==> src/rtl/tbec_scrubber.sv <==
// TBEC background scrubber with its encoder/decoder: walks the memory, rewrites
// correctable words with a clean encoding and keeps error statistics.

module tbec_encoder (
  input  logic [15:0] data_i,
  output logic [31:0] code_o
);
  // Extended Hamming(22,16): check bits at positions 1,2,4,8,16, overall parity at bit 0, bits 31:22 zero
  localparam logic [4:0] DPOS [16] = '{5'd3, 5'd5, 5'd6, 5'd7, 5'd9, 5'd10, 5'd11, 5'd12,
                                       5'd13, 5'd14, 5'd15, 5'd17, 5'd18, 5'd19, 5'd20, 5'd21};

  logic [31:0] cw;
  logic [4:0]  chk;

  always_comb begin
    cw  = '0;
    chk = '0;
    for (int i = 0; i < 16; i++) cw[DPOS[i]] = data_i[i];
    for (int p = 1; p < 22; p++) if (cw[p]) chk = chk ^ 5'(p);
    cw[1]  = chk[0];
    cw[2]  = chk[1];
    cw[4]  = chk[2];
    cw[8]  = chk[3];
    cw[16] = chk[4];
    cw[0]  = ^cw[21:1];
  end

  assign code_o = cw;
endmodule

module tbec_decoder (
  input  logic [31:0] code_i,
  output logic [15:0] data_o,
  output logic [1:0]  error_code_o
);
  localparam logic [4:0] DPOS [16] = '{5'd3, 5'd5, 5'd6, 5'd7, 5'd9, 5'd10, 5'd11, 5'd12,
                                       5'd13, 5'd14, 5'd15, 5'd17, 5'd18, 5'd19, 5'd20, 5'd21};

  logic [4:0] syndrome;
  logic       overall;
  logic [9:0] pad;
  logic       padErr;
  logic       padSingle;
  logic       dataFix;

  always_comb begin
    syndrome = '0;
    for (int p = 1; p < 22; p++) if (code_i[p]) syndrome = syndrome ^ 5'(p);
  end

  assign overall   = ^code_i[21:0];
  assign pad       = code_i[31:22];
  assign padErr    = |pad;
  assign padSingle = padErr && ((pad & (pad - 10'd1)) == 10'd0);
  assign dataFix   = overall && (syndrome <= 5'd21) && !padErr;

  // A lone flip in the unused pad bits is correctable: re-encoding clears it
  always_comb begin
    error_code_o = 2'b00;
    if (!overall && syndrome == 5'd0) begin
      if (padErr) error_code_o = padSingle ? 2'b01 : 2'b11;
    end else if (dataFix) begin
      error_code_o = 2'b01;
    end else if (!overall) begin
      error_code_o = 2'b10;
    end else begin
      error_code_o = 2'b11;
    end
  end

  always_comb begin
    data_o = '0;
    for (int i = 0; i < 16; i++)
      data_o[i] = code_i[DPOS[i]] ^ (dataFix && (syndrome == DPOS[i]));
  end
endmodule

module tbec_scrubber #(
  parameter int DEPTH  = 256,
  parameter int ADDR_W = 8,
  parameter int CNT_W  = 16
) (
  input  logic              clk,
  input  logic              rst,
  input  logic              start,
  input  logic              pause,
  output logic              mem_req,
  output logic [ADDR_W-1:0] mem_addr,
  output logic              mem_we,
  output logic [31:0]       mem_wdata,
  input  logic [31:0]       mem_rdata,
  output logic              busy,
  output logic              done,
  output logic [CNT_W-1:0]  corr_count,
  output logic [CNT_W-1:0]  uncorr_count,
  output logic [ADDR_W-1:0] last_err_addr,
  output logic              err_irq
);
  localparam logic [2:0] S_IDLE  = 3'd0;
  localparam logic [2:0] S_READ  = 3'd1;
  localparam logic [2:0] S_CHECK = 3'd2;
  localparam logic [2:0] S_WRITE = 3'd3;
  localparam logic [2:0] S_DONE  = 3'd4;

  localparam logic [ADDR_W-1:0] LAST_ADDR = ADDR_W'(DEPTH - 1);
  localparam logic [CNT_W-1:0]  CNT_MAX   = '1;

  logic [2:0]        state_q, state_d;
  logic [ADDR_W-1:0] addr_q, addr_d;
  logic [CNT_W-1:0]  corrCount_q, corrCount_d;
  logic [CNT_W-1:0]  uncorrCount_q, uncorrCount_d;
  logic [ADDR_W-1:0] lastErrAddr_q, lastErrAddr_d;
  logic              errIrq_q, errIrq_d;
  logic [31:0]       wdata_q, wdata_d;

  logic [15:0] decData;
  logic [1:0]  errCode;
  logic [31:0] encWord;
  logic        advanceDone;

  tbec_decoder uDecoder (
    .code_i       (mem_rdata),
    .data_o       (decData),
    .error_code_o (errCode)
  );

  tbec_encoder uEncoder (
    .data_i (decData),
    .code_o (encWord)
  );

  assign advanceDone = (addr_q == LAST_ADDR);

  always_comb begin
    state_d       = state_q;
    addr_d        = addr_q;
    corrCount_d   = corrCount_q;
    uncorrCount_d = uncorrCount_q;
    lastErrAddr_d = lastErrAddr_q;
    errIrq_d      = errIrq_q;
    wdata_d       = wdata_q;
    case (state_q)
      S_IDLE: begin
        if (start) begin
          state_d       = S_READ;
          addr_d        = '0;
          corrCount_d   = '0;
          uncorrCount_d = '0;
          errIrq_d      = 1'b0;
        end
      end
      S_READ: begin
        if (!pause) state_d = S_CHECK;
      end
      S_CHECK: begin
        state_d = advanceDone ? S_DONE : S_READ;
        if (!advanceDone) addr_d = addr_q + ADDR_W'(1);
        if (errCode == 2'b01) begin
          // Hold the address: the corrected word goes back to the same location
          state_d       = S_WRITE;
          addr_d        = addr_q;
          wdata_d       = encWord;
          lastErrAddr_d = addr_q;
          if (corrCount_q != CNT_MAX) corrCount_d = corrCount_q + CNT_W'(1);
        end else if (errCode[1]) begin
          lastErrAddr_d = addr_q;
          errIrq_d      = 1'b1;
          if (uncorrCount_q != CNT_MAX) uncorrCount_d = uncorrCount_q + CNT_W'(1);
        end
      end
      S_WRITE: begin
        state_d = advanceDone ? S_DONE : S_READ;
        if (!advanceDone) addr_d = addr_q + ADDR_W'(1);
      end
      S_DONE:  state_d = S_IDLE;
      default: state_d = S_IDLE;
    endcase
  end

  always_ff @(posedge clk or negedge rst) begin
    if (!rst) begin
      state_q       <= S_IDLE;
      addr_q        <= '0;
      corrCount_q   <= '0;
      uncorrCount_q <= '0;
      lastErrAddr_q <= '0;
      errIrq_q      <= 1'b0;
      wdata_q       <= '0;
    end else begin
      state_q       <= state_d;
      addr_q        <= addr_d;
      corrCount_q   <= corrCount_d;
      uncorrCount_q <= uncorrCount_d;
      lastErrAddr_q <= lastErrAddr_d;
      errIrq_q      <= errIrq_d;
      wdata_q       <= wdata_d;
    end
  end

  assign mem_req       = ((state_q == S_READ) && !pause) || (state_q == S_CHECK) || (state_q == S_WRITE);
  assign mem_addr      = mem_req ? addr_q : '0;
  assign mem_we        = (state_q == S_WRITE);
  assign mem_wdata     = (state_q == S_WRITE) ? wdata_q : '0;
  assign busy          = (state_q == S_READ) || (state_q == S_CHECK) || (state_q == S_WRITE);
  assign done          = (state_q == S_DONE);
  assign corr_count    = corrCount_q;
  assign uncorr_count  = uncorrCount_q;
  assign last_err_addr = lastErrAddr_q;
  assign err_irq       = errIrq_q;
endmodule

==> config.mk <==
export PLATFORM = sky130hd
export DESIGN_NAME = tbec_scrubber
export DESIGN_NICKNAME = d
export VERILOG_FILES = /design/src/rtl/tbec_scrubber.sv
export SDC_FILE = /design/constraint.sdc
export NUM_CORES = 1
export LEC_CHECK = 0
export ABC_AREA = 1
export CORE_MARGIN = 3
export CORE_UTILIZATION = 40
export CTS_CLUSTER_DIAMETER = 50
export DETAILED_ROUTE_END_ITERATION = 7
export REMOVE_ABC_BUFFERS = 1
export SYNTH_ARGS = -nofsm -noshare
export SYNTH_HDL_FRONTEND = slang
export SYNTH_HIERARCHICAL = 1
export SYNTH_SLANG_ARGS = --single-unit
==> constraint.sdc <==
create_clock -name clk -period 4.1 [get_ports clk]
set_input_delay 0.82 -clock clk [delete_from_list [all_inputs] [get_ports clk]]
set_output_delay 0.82 -clock clk [all_outputs]
set_load 0.02 [all_outputs]
Word-level counts from Yosys, hierarchy flattened
Cells that the tools add are included.
Word-level totals
  memories: 0
  bits in writable memories: 0
  input port bits: 36
  bits in latches: 0
  ROM bits: 0
  output and inout port bits: 85
  flip-flop bits (word level): 74
  logic and storage cells: 206
Cells by class
  $add $sub $neg: 4
  divide/modulo/power cells: 0
  bitwise logic cells: 52
  shift operators: 0
  reduce and logical (&&, ||, !) cells: 44
  $lt $le $gt $ge: 1
  equality and inequality tests: 31
  $mul: 0
  muxes and demuxes: 67
Operator list (count)
  $mux 16: 6
  $pmux 16 s2: 2
  $mux 4: 15
  $mux 5: 11
  $mux 8: 6
  $not 3->3: 12
  $eq 5x4->1 const B: 7
  $mux 3: 11
  $add 16x1->16 const B: 2
  $ne 16x16->1 const B: 2
  $not 2->2: 14
  $eq 5x5->1 const B: 5
  $pmux 8 s3: 1
  $mux 22: 1
  $reduce_xor 22->1: 1
  $logic_and 1x1->1: 21
  $reduce_xor 21->1: 1
  $xor 1x1->1: 16
  $eq 5x3->1 const B: 3
  $mux 2: 7
  $ne 2x2->1 const B: 7
  $pmux 3 s4: 1
  $and 10x10->10: 1
  $logic_not 10->1: 1
  25 further kinds: 45

Longest topological paths before layout
  depth in word-level cells: 74
  mapped depth: 33
  mapped depth without buffers: 32

Hierarchy
The synthesis kept the hierarchy.
Modules (own cells, without submodules)
  tbec_scrubber: cells each 641, area each 4662.0 um^2, sequential area each 2102.0 um^2, times used 1
  tbec_decoder: cells each 311, area each 1451.4 um^2, sequential area each 0.0 um^2, times used 1
  tbec_encoder: cells each 133, area each 735.7 um^2, sequential area each 0.0 um^2, times used 1

Least setup slack after synthesis
OpenSTA, ideal clock, no wires.
  path type: input to register
  from: input port mem_rdata[10]
  to: register wdata_q[0]
  library setup time: 121 ps
  arrival: 2971 ps
  stages on the path: 29
  path slack: 1008 ps
  path buffers: 1
  data required time: 3979 ps
  path through: inv_1 nand2_1 nand2_1 nand2_1 nand2_2 inv_2 nand2_2 nand2_4 nand2_2 nand2_2 nand2_2 nand2_2 nor2_4 buf_6 nand3_1 nand2_1 nand2_1 xnor2_1 inv_1 nand2_2 nand2_1 nand2_1 nand2_2 nand3_1 nand2_1 nand2_1 nand2_1 nand2_1 o21ai_1
On the way
  elaborated cells on any way between the ends: 111
  classes of those cells: 1 x order compare; 17 x eq/ne; 31 x mux; 38 x bitwise; 24 x reduce/logical
RTL lines
  start, declared: RTL line 91  | input logic [31:0] mem_rdata,
  $mux 4: RTL line 48  | for (int p = 1; p < 22; p++) if (code_i[p]) syndrome = syndrome ^ 5'(p);
  $not 3->3 (no line)
  $mux 4: RTL line 48
  $mux 4 / $not 2->2 (equally long branches)
  $mux 4: RTL line 48
  $not 3->3 (no line)
  $mux 4: RTL line 48
  $not 4->4 (no line) / $not 3->3 (equally long branches)
  (+10 left out)
  $logic_and 1x1->1 (2 in series): RTL line 55  | assign dataFix = overall && (syndrome <= 5'd21) && !padErr;
  $logic_and 1x1->1 (*): RTL line 74  | data_o[i] = code_i[DPOS[i]] ^ (dataFix && (syndrome == DPOS[i]));
  $xor 1x1->1 (*): RTL line 74
  via decData[13]: RTL line 116  | logic [15:0] decData;
  $mux 5 (*) (3 in series): RTL line 19  | for (int p = 1; p < 22; p++) if (cw[p]) chk = chk ^ 5'(p);
  via encWord[2]: RTL line 118  | logic [31:0] encWord;
  $reduce_xor 21->1 (*): RTL line 25  | cw[0] = ^cw[21:1];
  via encWord[0]: RTL line 118
  end signal, assigned: RTL line 196  | wdata_q <= wdata_d;
  end, declared: RTL line 114  | logic [31:0] wdata_q, wdata_d;
Mark *: on every way through the listed nets, which the timed path passes. The rest lies on a longest branch.
A chain may end at the register's enable or synchronous reset.

Worst setup path after layout
  from: input port mem_rdata[5]
  to: register wdata_q[0]
On the way
  elaborated cells on any way between the ends: 121
  classes of those cells: 1 x order compare; 17 x eq/ne; 36 x mux; 43 x bitwise; 24 x reduce/logical
RTL lines (RTL line)
  $mux 3: 48
  $mux 3 / $not 2->2 (equally long branches)
  $not 3->3 (no line) / $mux 3 (equally long branches)
  $mux 3 / $not 3->3 (equally long branches)
  $mux 4 / $mux 3 (equally long branches): 48
  $not 2->2 (no line) / $mux 4 (equally long branches)
  $mux 4 (2 in series): 48
  $not 3->3 (no line) / $mux 4 (equally long branches)
  (+21 left out)
  via decData[9]: 116
  (+3 left out)
  $mux 5 (*) (3 in series): 19
  $not 2->2 (no line)
  $mux 5 (*): 19
  $not 3->3 (no line)
  $mux 5 (*): 19
  via encWord[4]: 118
  $reduce_xor 21->1 (*): 25
  via encWord[0]: 118
Marked as above.

==> run metrics <==
path class of the lowest-slack min-delay path=flop to flop; type of destination of the critical path=flop; CTS tree=built; Hold Fails Final Rpt=0; register-to-register setup slack=2.16 ns; Clock Skew=0.008164 ns; number of antenna violations at the first check in global routing=0; all-layer global routing usage=between 20 and 25%; Max-Cap Viols=0; critical-path maximum fanout=5; final antenna-violating net count=0; Port Buffer Count=120; worst voltage drop across the vdd grid=229.9 uV; pin count of the biggest net entering global routing=55; arrival time worst endpoint=~3.9 ns; ys async rst share=100.0%; via count=6849; growth of design area from synthesis to finish=28.21%; reported leakage power=around 4.3 nW; Finish-stage setup viols=0; peak per-stage delay on the critical path=between 0.6 and 0.7 ns; Setup Total Neg Slack=0 ns; cell accounting for the most synthesized area=sky130_fd_sc_hd__dfrtp_1; instance count of the mapped netlist=around 1100; critical path startpoint category=input port; first-pass GRT wire length=slightly above 30000 um; pre-CTS setup slack=-0.03242 ns; Post-Route WL=around 18000 um; status=complete, no violations; Synth top cells by count=408 x sky130_fd_sc_hd__nand2_1, 132 x sky130_fd_sc_hd__nor2_1, 106 x sky130_fd_sc_hd__inv_1, 84 x sky130_fd_sc_hd__dfrtp_1, 76 x sky130_fd_sc_hd__nand3_1; detailed placer's ending HPWL=between 10000 and 15000 um; Seq/Total Area, Yosys=between 30 and 40%; number of nets in the finished design=approximately 1300; synthesized area=roughly 0.0068 sq mm; YS warnings=6; clock sink count=between 80 and 90; global-route congestion overflow total=0; number of buffers inserted during clock tree synthesis=9; Pre-antenna DRT Iters=5; fill cell instance count of the final layout=approximately 1700; site row count=47; worst relative slew slack=around 29%; drt initial violations=310; area occupied by registers=about 0.0021 sq mm; H-tree lvl count=3; slowest CP cell=sky130_fd_sc_hd__clkdlybuf4s50_1; final worst-path cycle share=between 80 and 90%; diode count=0; Worst Tran Pin Value=about 1.1 ns; number of enable flip-flop cells after synthesis=0; die height=136.9 um; portion of synthesized cell area occupied by the leading cell type=a little over 30%; synth unique cells=44; gp weighted congestion=around 0.88; vias per inst=4.740; I/O pin total=approximately 120; average instance area after synthesis=between 6 and 7 sq um; number of flip-flops and latches in the synthesized netlist=84; clock-pin slew reported for the worst setup and hold paths after clock tree synthesis=around 0.060 ns; biggest area contributors in the synthesized netlist=sky130_fd_sc_hd__dfrtp_1 31%, sky130_fd_sc_hd__nand2_1 22%, sky130_fd_sc_hd__nor2_1 7.2%; Skew-Pair Late Insertion Delay=roughly 0.34 ns; power per unit of standard cell area=around 420 mW/mm^2; Pins Over Slew Limit=0; root buf cell=sky130_fd_sc_hd__clkbuf_16; average routed wire per standard cell=12.57 um; fraction of layout cells with a size suffix above 1=11.51%; crit path kind=input port to flop; die area=~0.019 sq mm; unrepaired setup endpoints after global routing=false; data required time at the worst endpoint=between 4 and 5 ns; starting utilization of the core area=approximately 41%; smallest setup slack after layout=roughly 0.44 ns; cell repeated most along the worst path=sky130_fd_sc_hd__nand2_1; total area of multi-input combinational cells=around 0.004 sq mm; DRC violations left=0; Longest Clk Path Bufs=2; area of the placeable core=between 0.015 and 0.02 sq mm; number of global-route vias before repair=6220; minimum period implied by the final worst setup slack=between 3 and 4 ns; top achievable clock speed=approximately 0.27 GHz; width of the die=136.9 um; most frequent cell after synthesis=sky130_fd_sc_hd__nand2_1; most used flip-flop cell after synthesis=sky130_fd_sc_hd__dfrtp_1
path summary, 6_finish.rpt:
path	start	endpoint	cells after the start
min reg2reg	last_err_addr[0]$_DFFE_PN0P_	last_err_addr[0]$_DFFE_PN0P_	2
min	last_err_addr[0]$_DFFE_PN0P_	last_err_addr[0]$_DFFE_PN0P_	2
max reg2reg	state_q[2]$_DFFE_PN0P_	wdata_q[7]$_DFFE_PN0P_	8
min in group asynchronous	rst	uncorr_count[14]$_DFFE_PN0P_	1
max	mem_rdata[5]	wdata_q[0]$_DFFE_PN0P_	26
max in group asynchronous	rst	wdata_q[25]$_DFFE_PN0P_	2
power by group:
part	total, mW	leakage (nW)	internal (mW)	switching, mW
registers	0.981	1.00	0.913	0.0677
logic	1.70	3.16	0.651	1.04
clock network	1.00	0.172	0.656	0.348
total	3.68	4.33	2.22	1.46
sequential cells by signal (all words and copies together) (netlist names):
register and count:
wdata_q 32, last_err_addr 8, addr_q 8, state_q 3, corr_count 16, uncorr_count 16
err_irq 1
final cells by class:
cell class,instances,share of cell area [%]
clock buffers,9,2.565
clock inverters,6,1.553
inverters,120,5.272
multi-input cells,839,45.13
flip-flops and latches,84,23.94
well taps,220,3.135
repair buffers,167,18.41
per-layer routing:
| metal | track usage, % | part of all wire, % | up-vias |
|---|---|---|---|
| li1 | - | - | 3624 |
| met5 | 0 | 0 | - |
| met1 | 27.78 | 46 | 3056 |
| met4 | 3.548 | 1.1 | 0 |
| met2 | 33.54 | 47 | 156 |
| met3 | 4.154 | 5.0 | 13 |
cells by family after synthesis:
family                   Yosys count  share of synthesized area (%)
flip-flops                        84                          30.69
AO/OA/AOI/OAI                     86                          6.997
XOR/XNOR                          32                          4.092
other                              1                        0.05475
buffers and inverters            171                          12.20
adder cells (fa/ha/maj)            3                         0.5481
AND/OR/NAND/NOR                  708                          45.41
critical path, delay by kind of cell:
family / cells / cell delay [ns]
XOR/XNOR: 1 / 0.25
AND/OR/NAND/NOR: 20 / 1.81
buffers and inverters: 4 / 0.93
AO/OA/AOI/OAI: 1 / 0.05
placed cells by master, fill, tap and decap left out, types with 2 or more instances in the layout:
master	netlist	final
sky130_fd_sc_hd__inv_2	10	10
sky130_fd_sc_hd__o21ai_1	46	46
sky130_fd_sc_hd__inv_6	1	2
sky130_fd_sc_hd__nand3_2	4	4
sky130_fd_sc_hd__xnor2_1	10	9
sky130_fd_sc_hd__clkdlybuf4s50_1	0	118
sky130_fd_sc_hd__conb_1	1	10
sky130_fd_sc_hd__nand2_1	408	404
sky130_fd_sc_hd__o21ai_0	16	16
sky130_fd_sc_hd__nand3b_1	4	4
sky130_fd_sc_hd__buf_12	1	5
sky130_fd_sc_hd__nor3_1	9	9
sky130_fd_sc_hd__xor2_1	22	22
sky130_fd_sc_hd__inv_1	106	106
sky130_fd_sc_hd__a21oi_1	9	9
sky130_fd_sc_hd__clkbuf_16	0	9
sky130_fd_sc_hd__or2_2	2	2
sky130_fd_sc_hd__inv_4	3	3
sky130_fd_sc_hd__buf_4	31	43
sky130_fd_sc_hd__dfrtp_1	84	84
sky130_fd_sc_hd__bufinv_16	0	4
sky130_fd_sc_hd__a31oi_1	3	3
sky130_fd_sc_hd__nand2_4	8	8
sky130_fd_sc_hd__nand4_1	20	20
sky130_fd_sc_hd__nor2_1	132	132
sky130_fd_sc_hd__nand2_2	33	37
sky130_fd_sc_hd__nor2_4	6	6
sky130_fd_sc_hd__ha_1	3	3
sky130_fd_sc_hd__nand3_1	76	76
sky130_fd_sc_hd__o21bai_1	5	5
repair_timing:
action,4_1_cts,5_1_grt
setup endpoints to repair,0,1
setup buffers,0,3
resized for setup,0,6
hold buffers,0,0
per-stage QoR:
step	utilization (%)	instances	instance area (sq um)	hold slack, ns	power [mW]
floorplan	-	1043	6510	0.4588	1.987
global placement	50.33	1427	8377	0.4724	2.689
detailed placement	50.33	1427	8377	0.4780	2.695
CTS	52.51	1442	8738	0.4941	3.717
global route	52.76	1445	8781	0.5120	3.947
finish	52.76	1445	8781	0.4866	3.680
No activity file was read; power rests on OpenSTA's default activity.
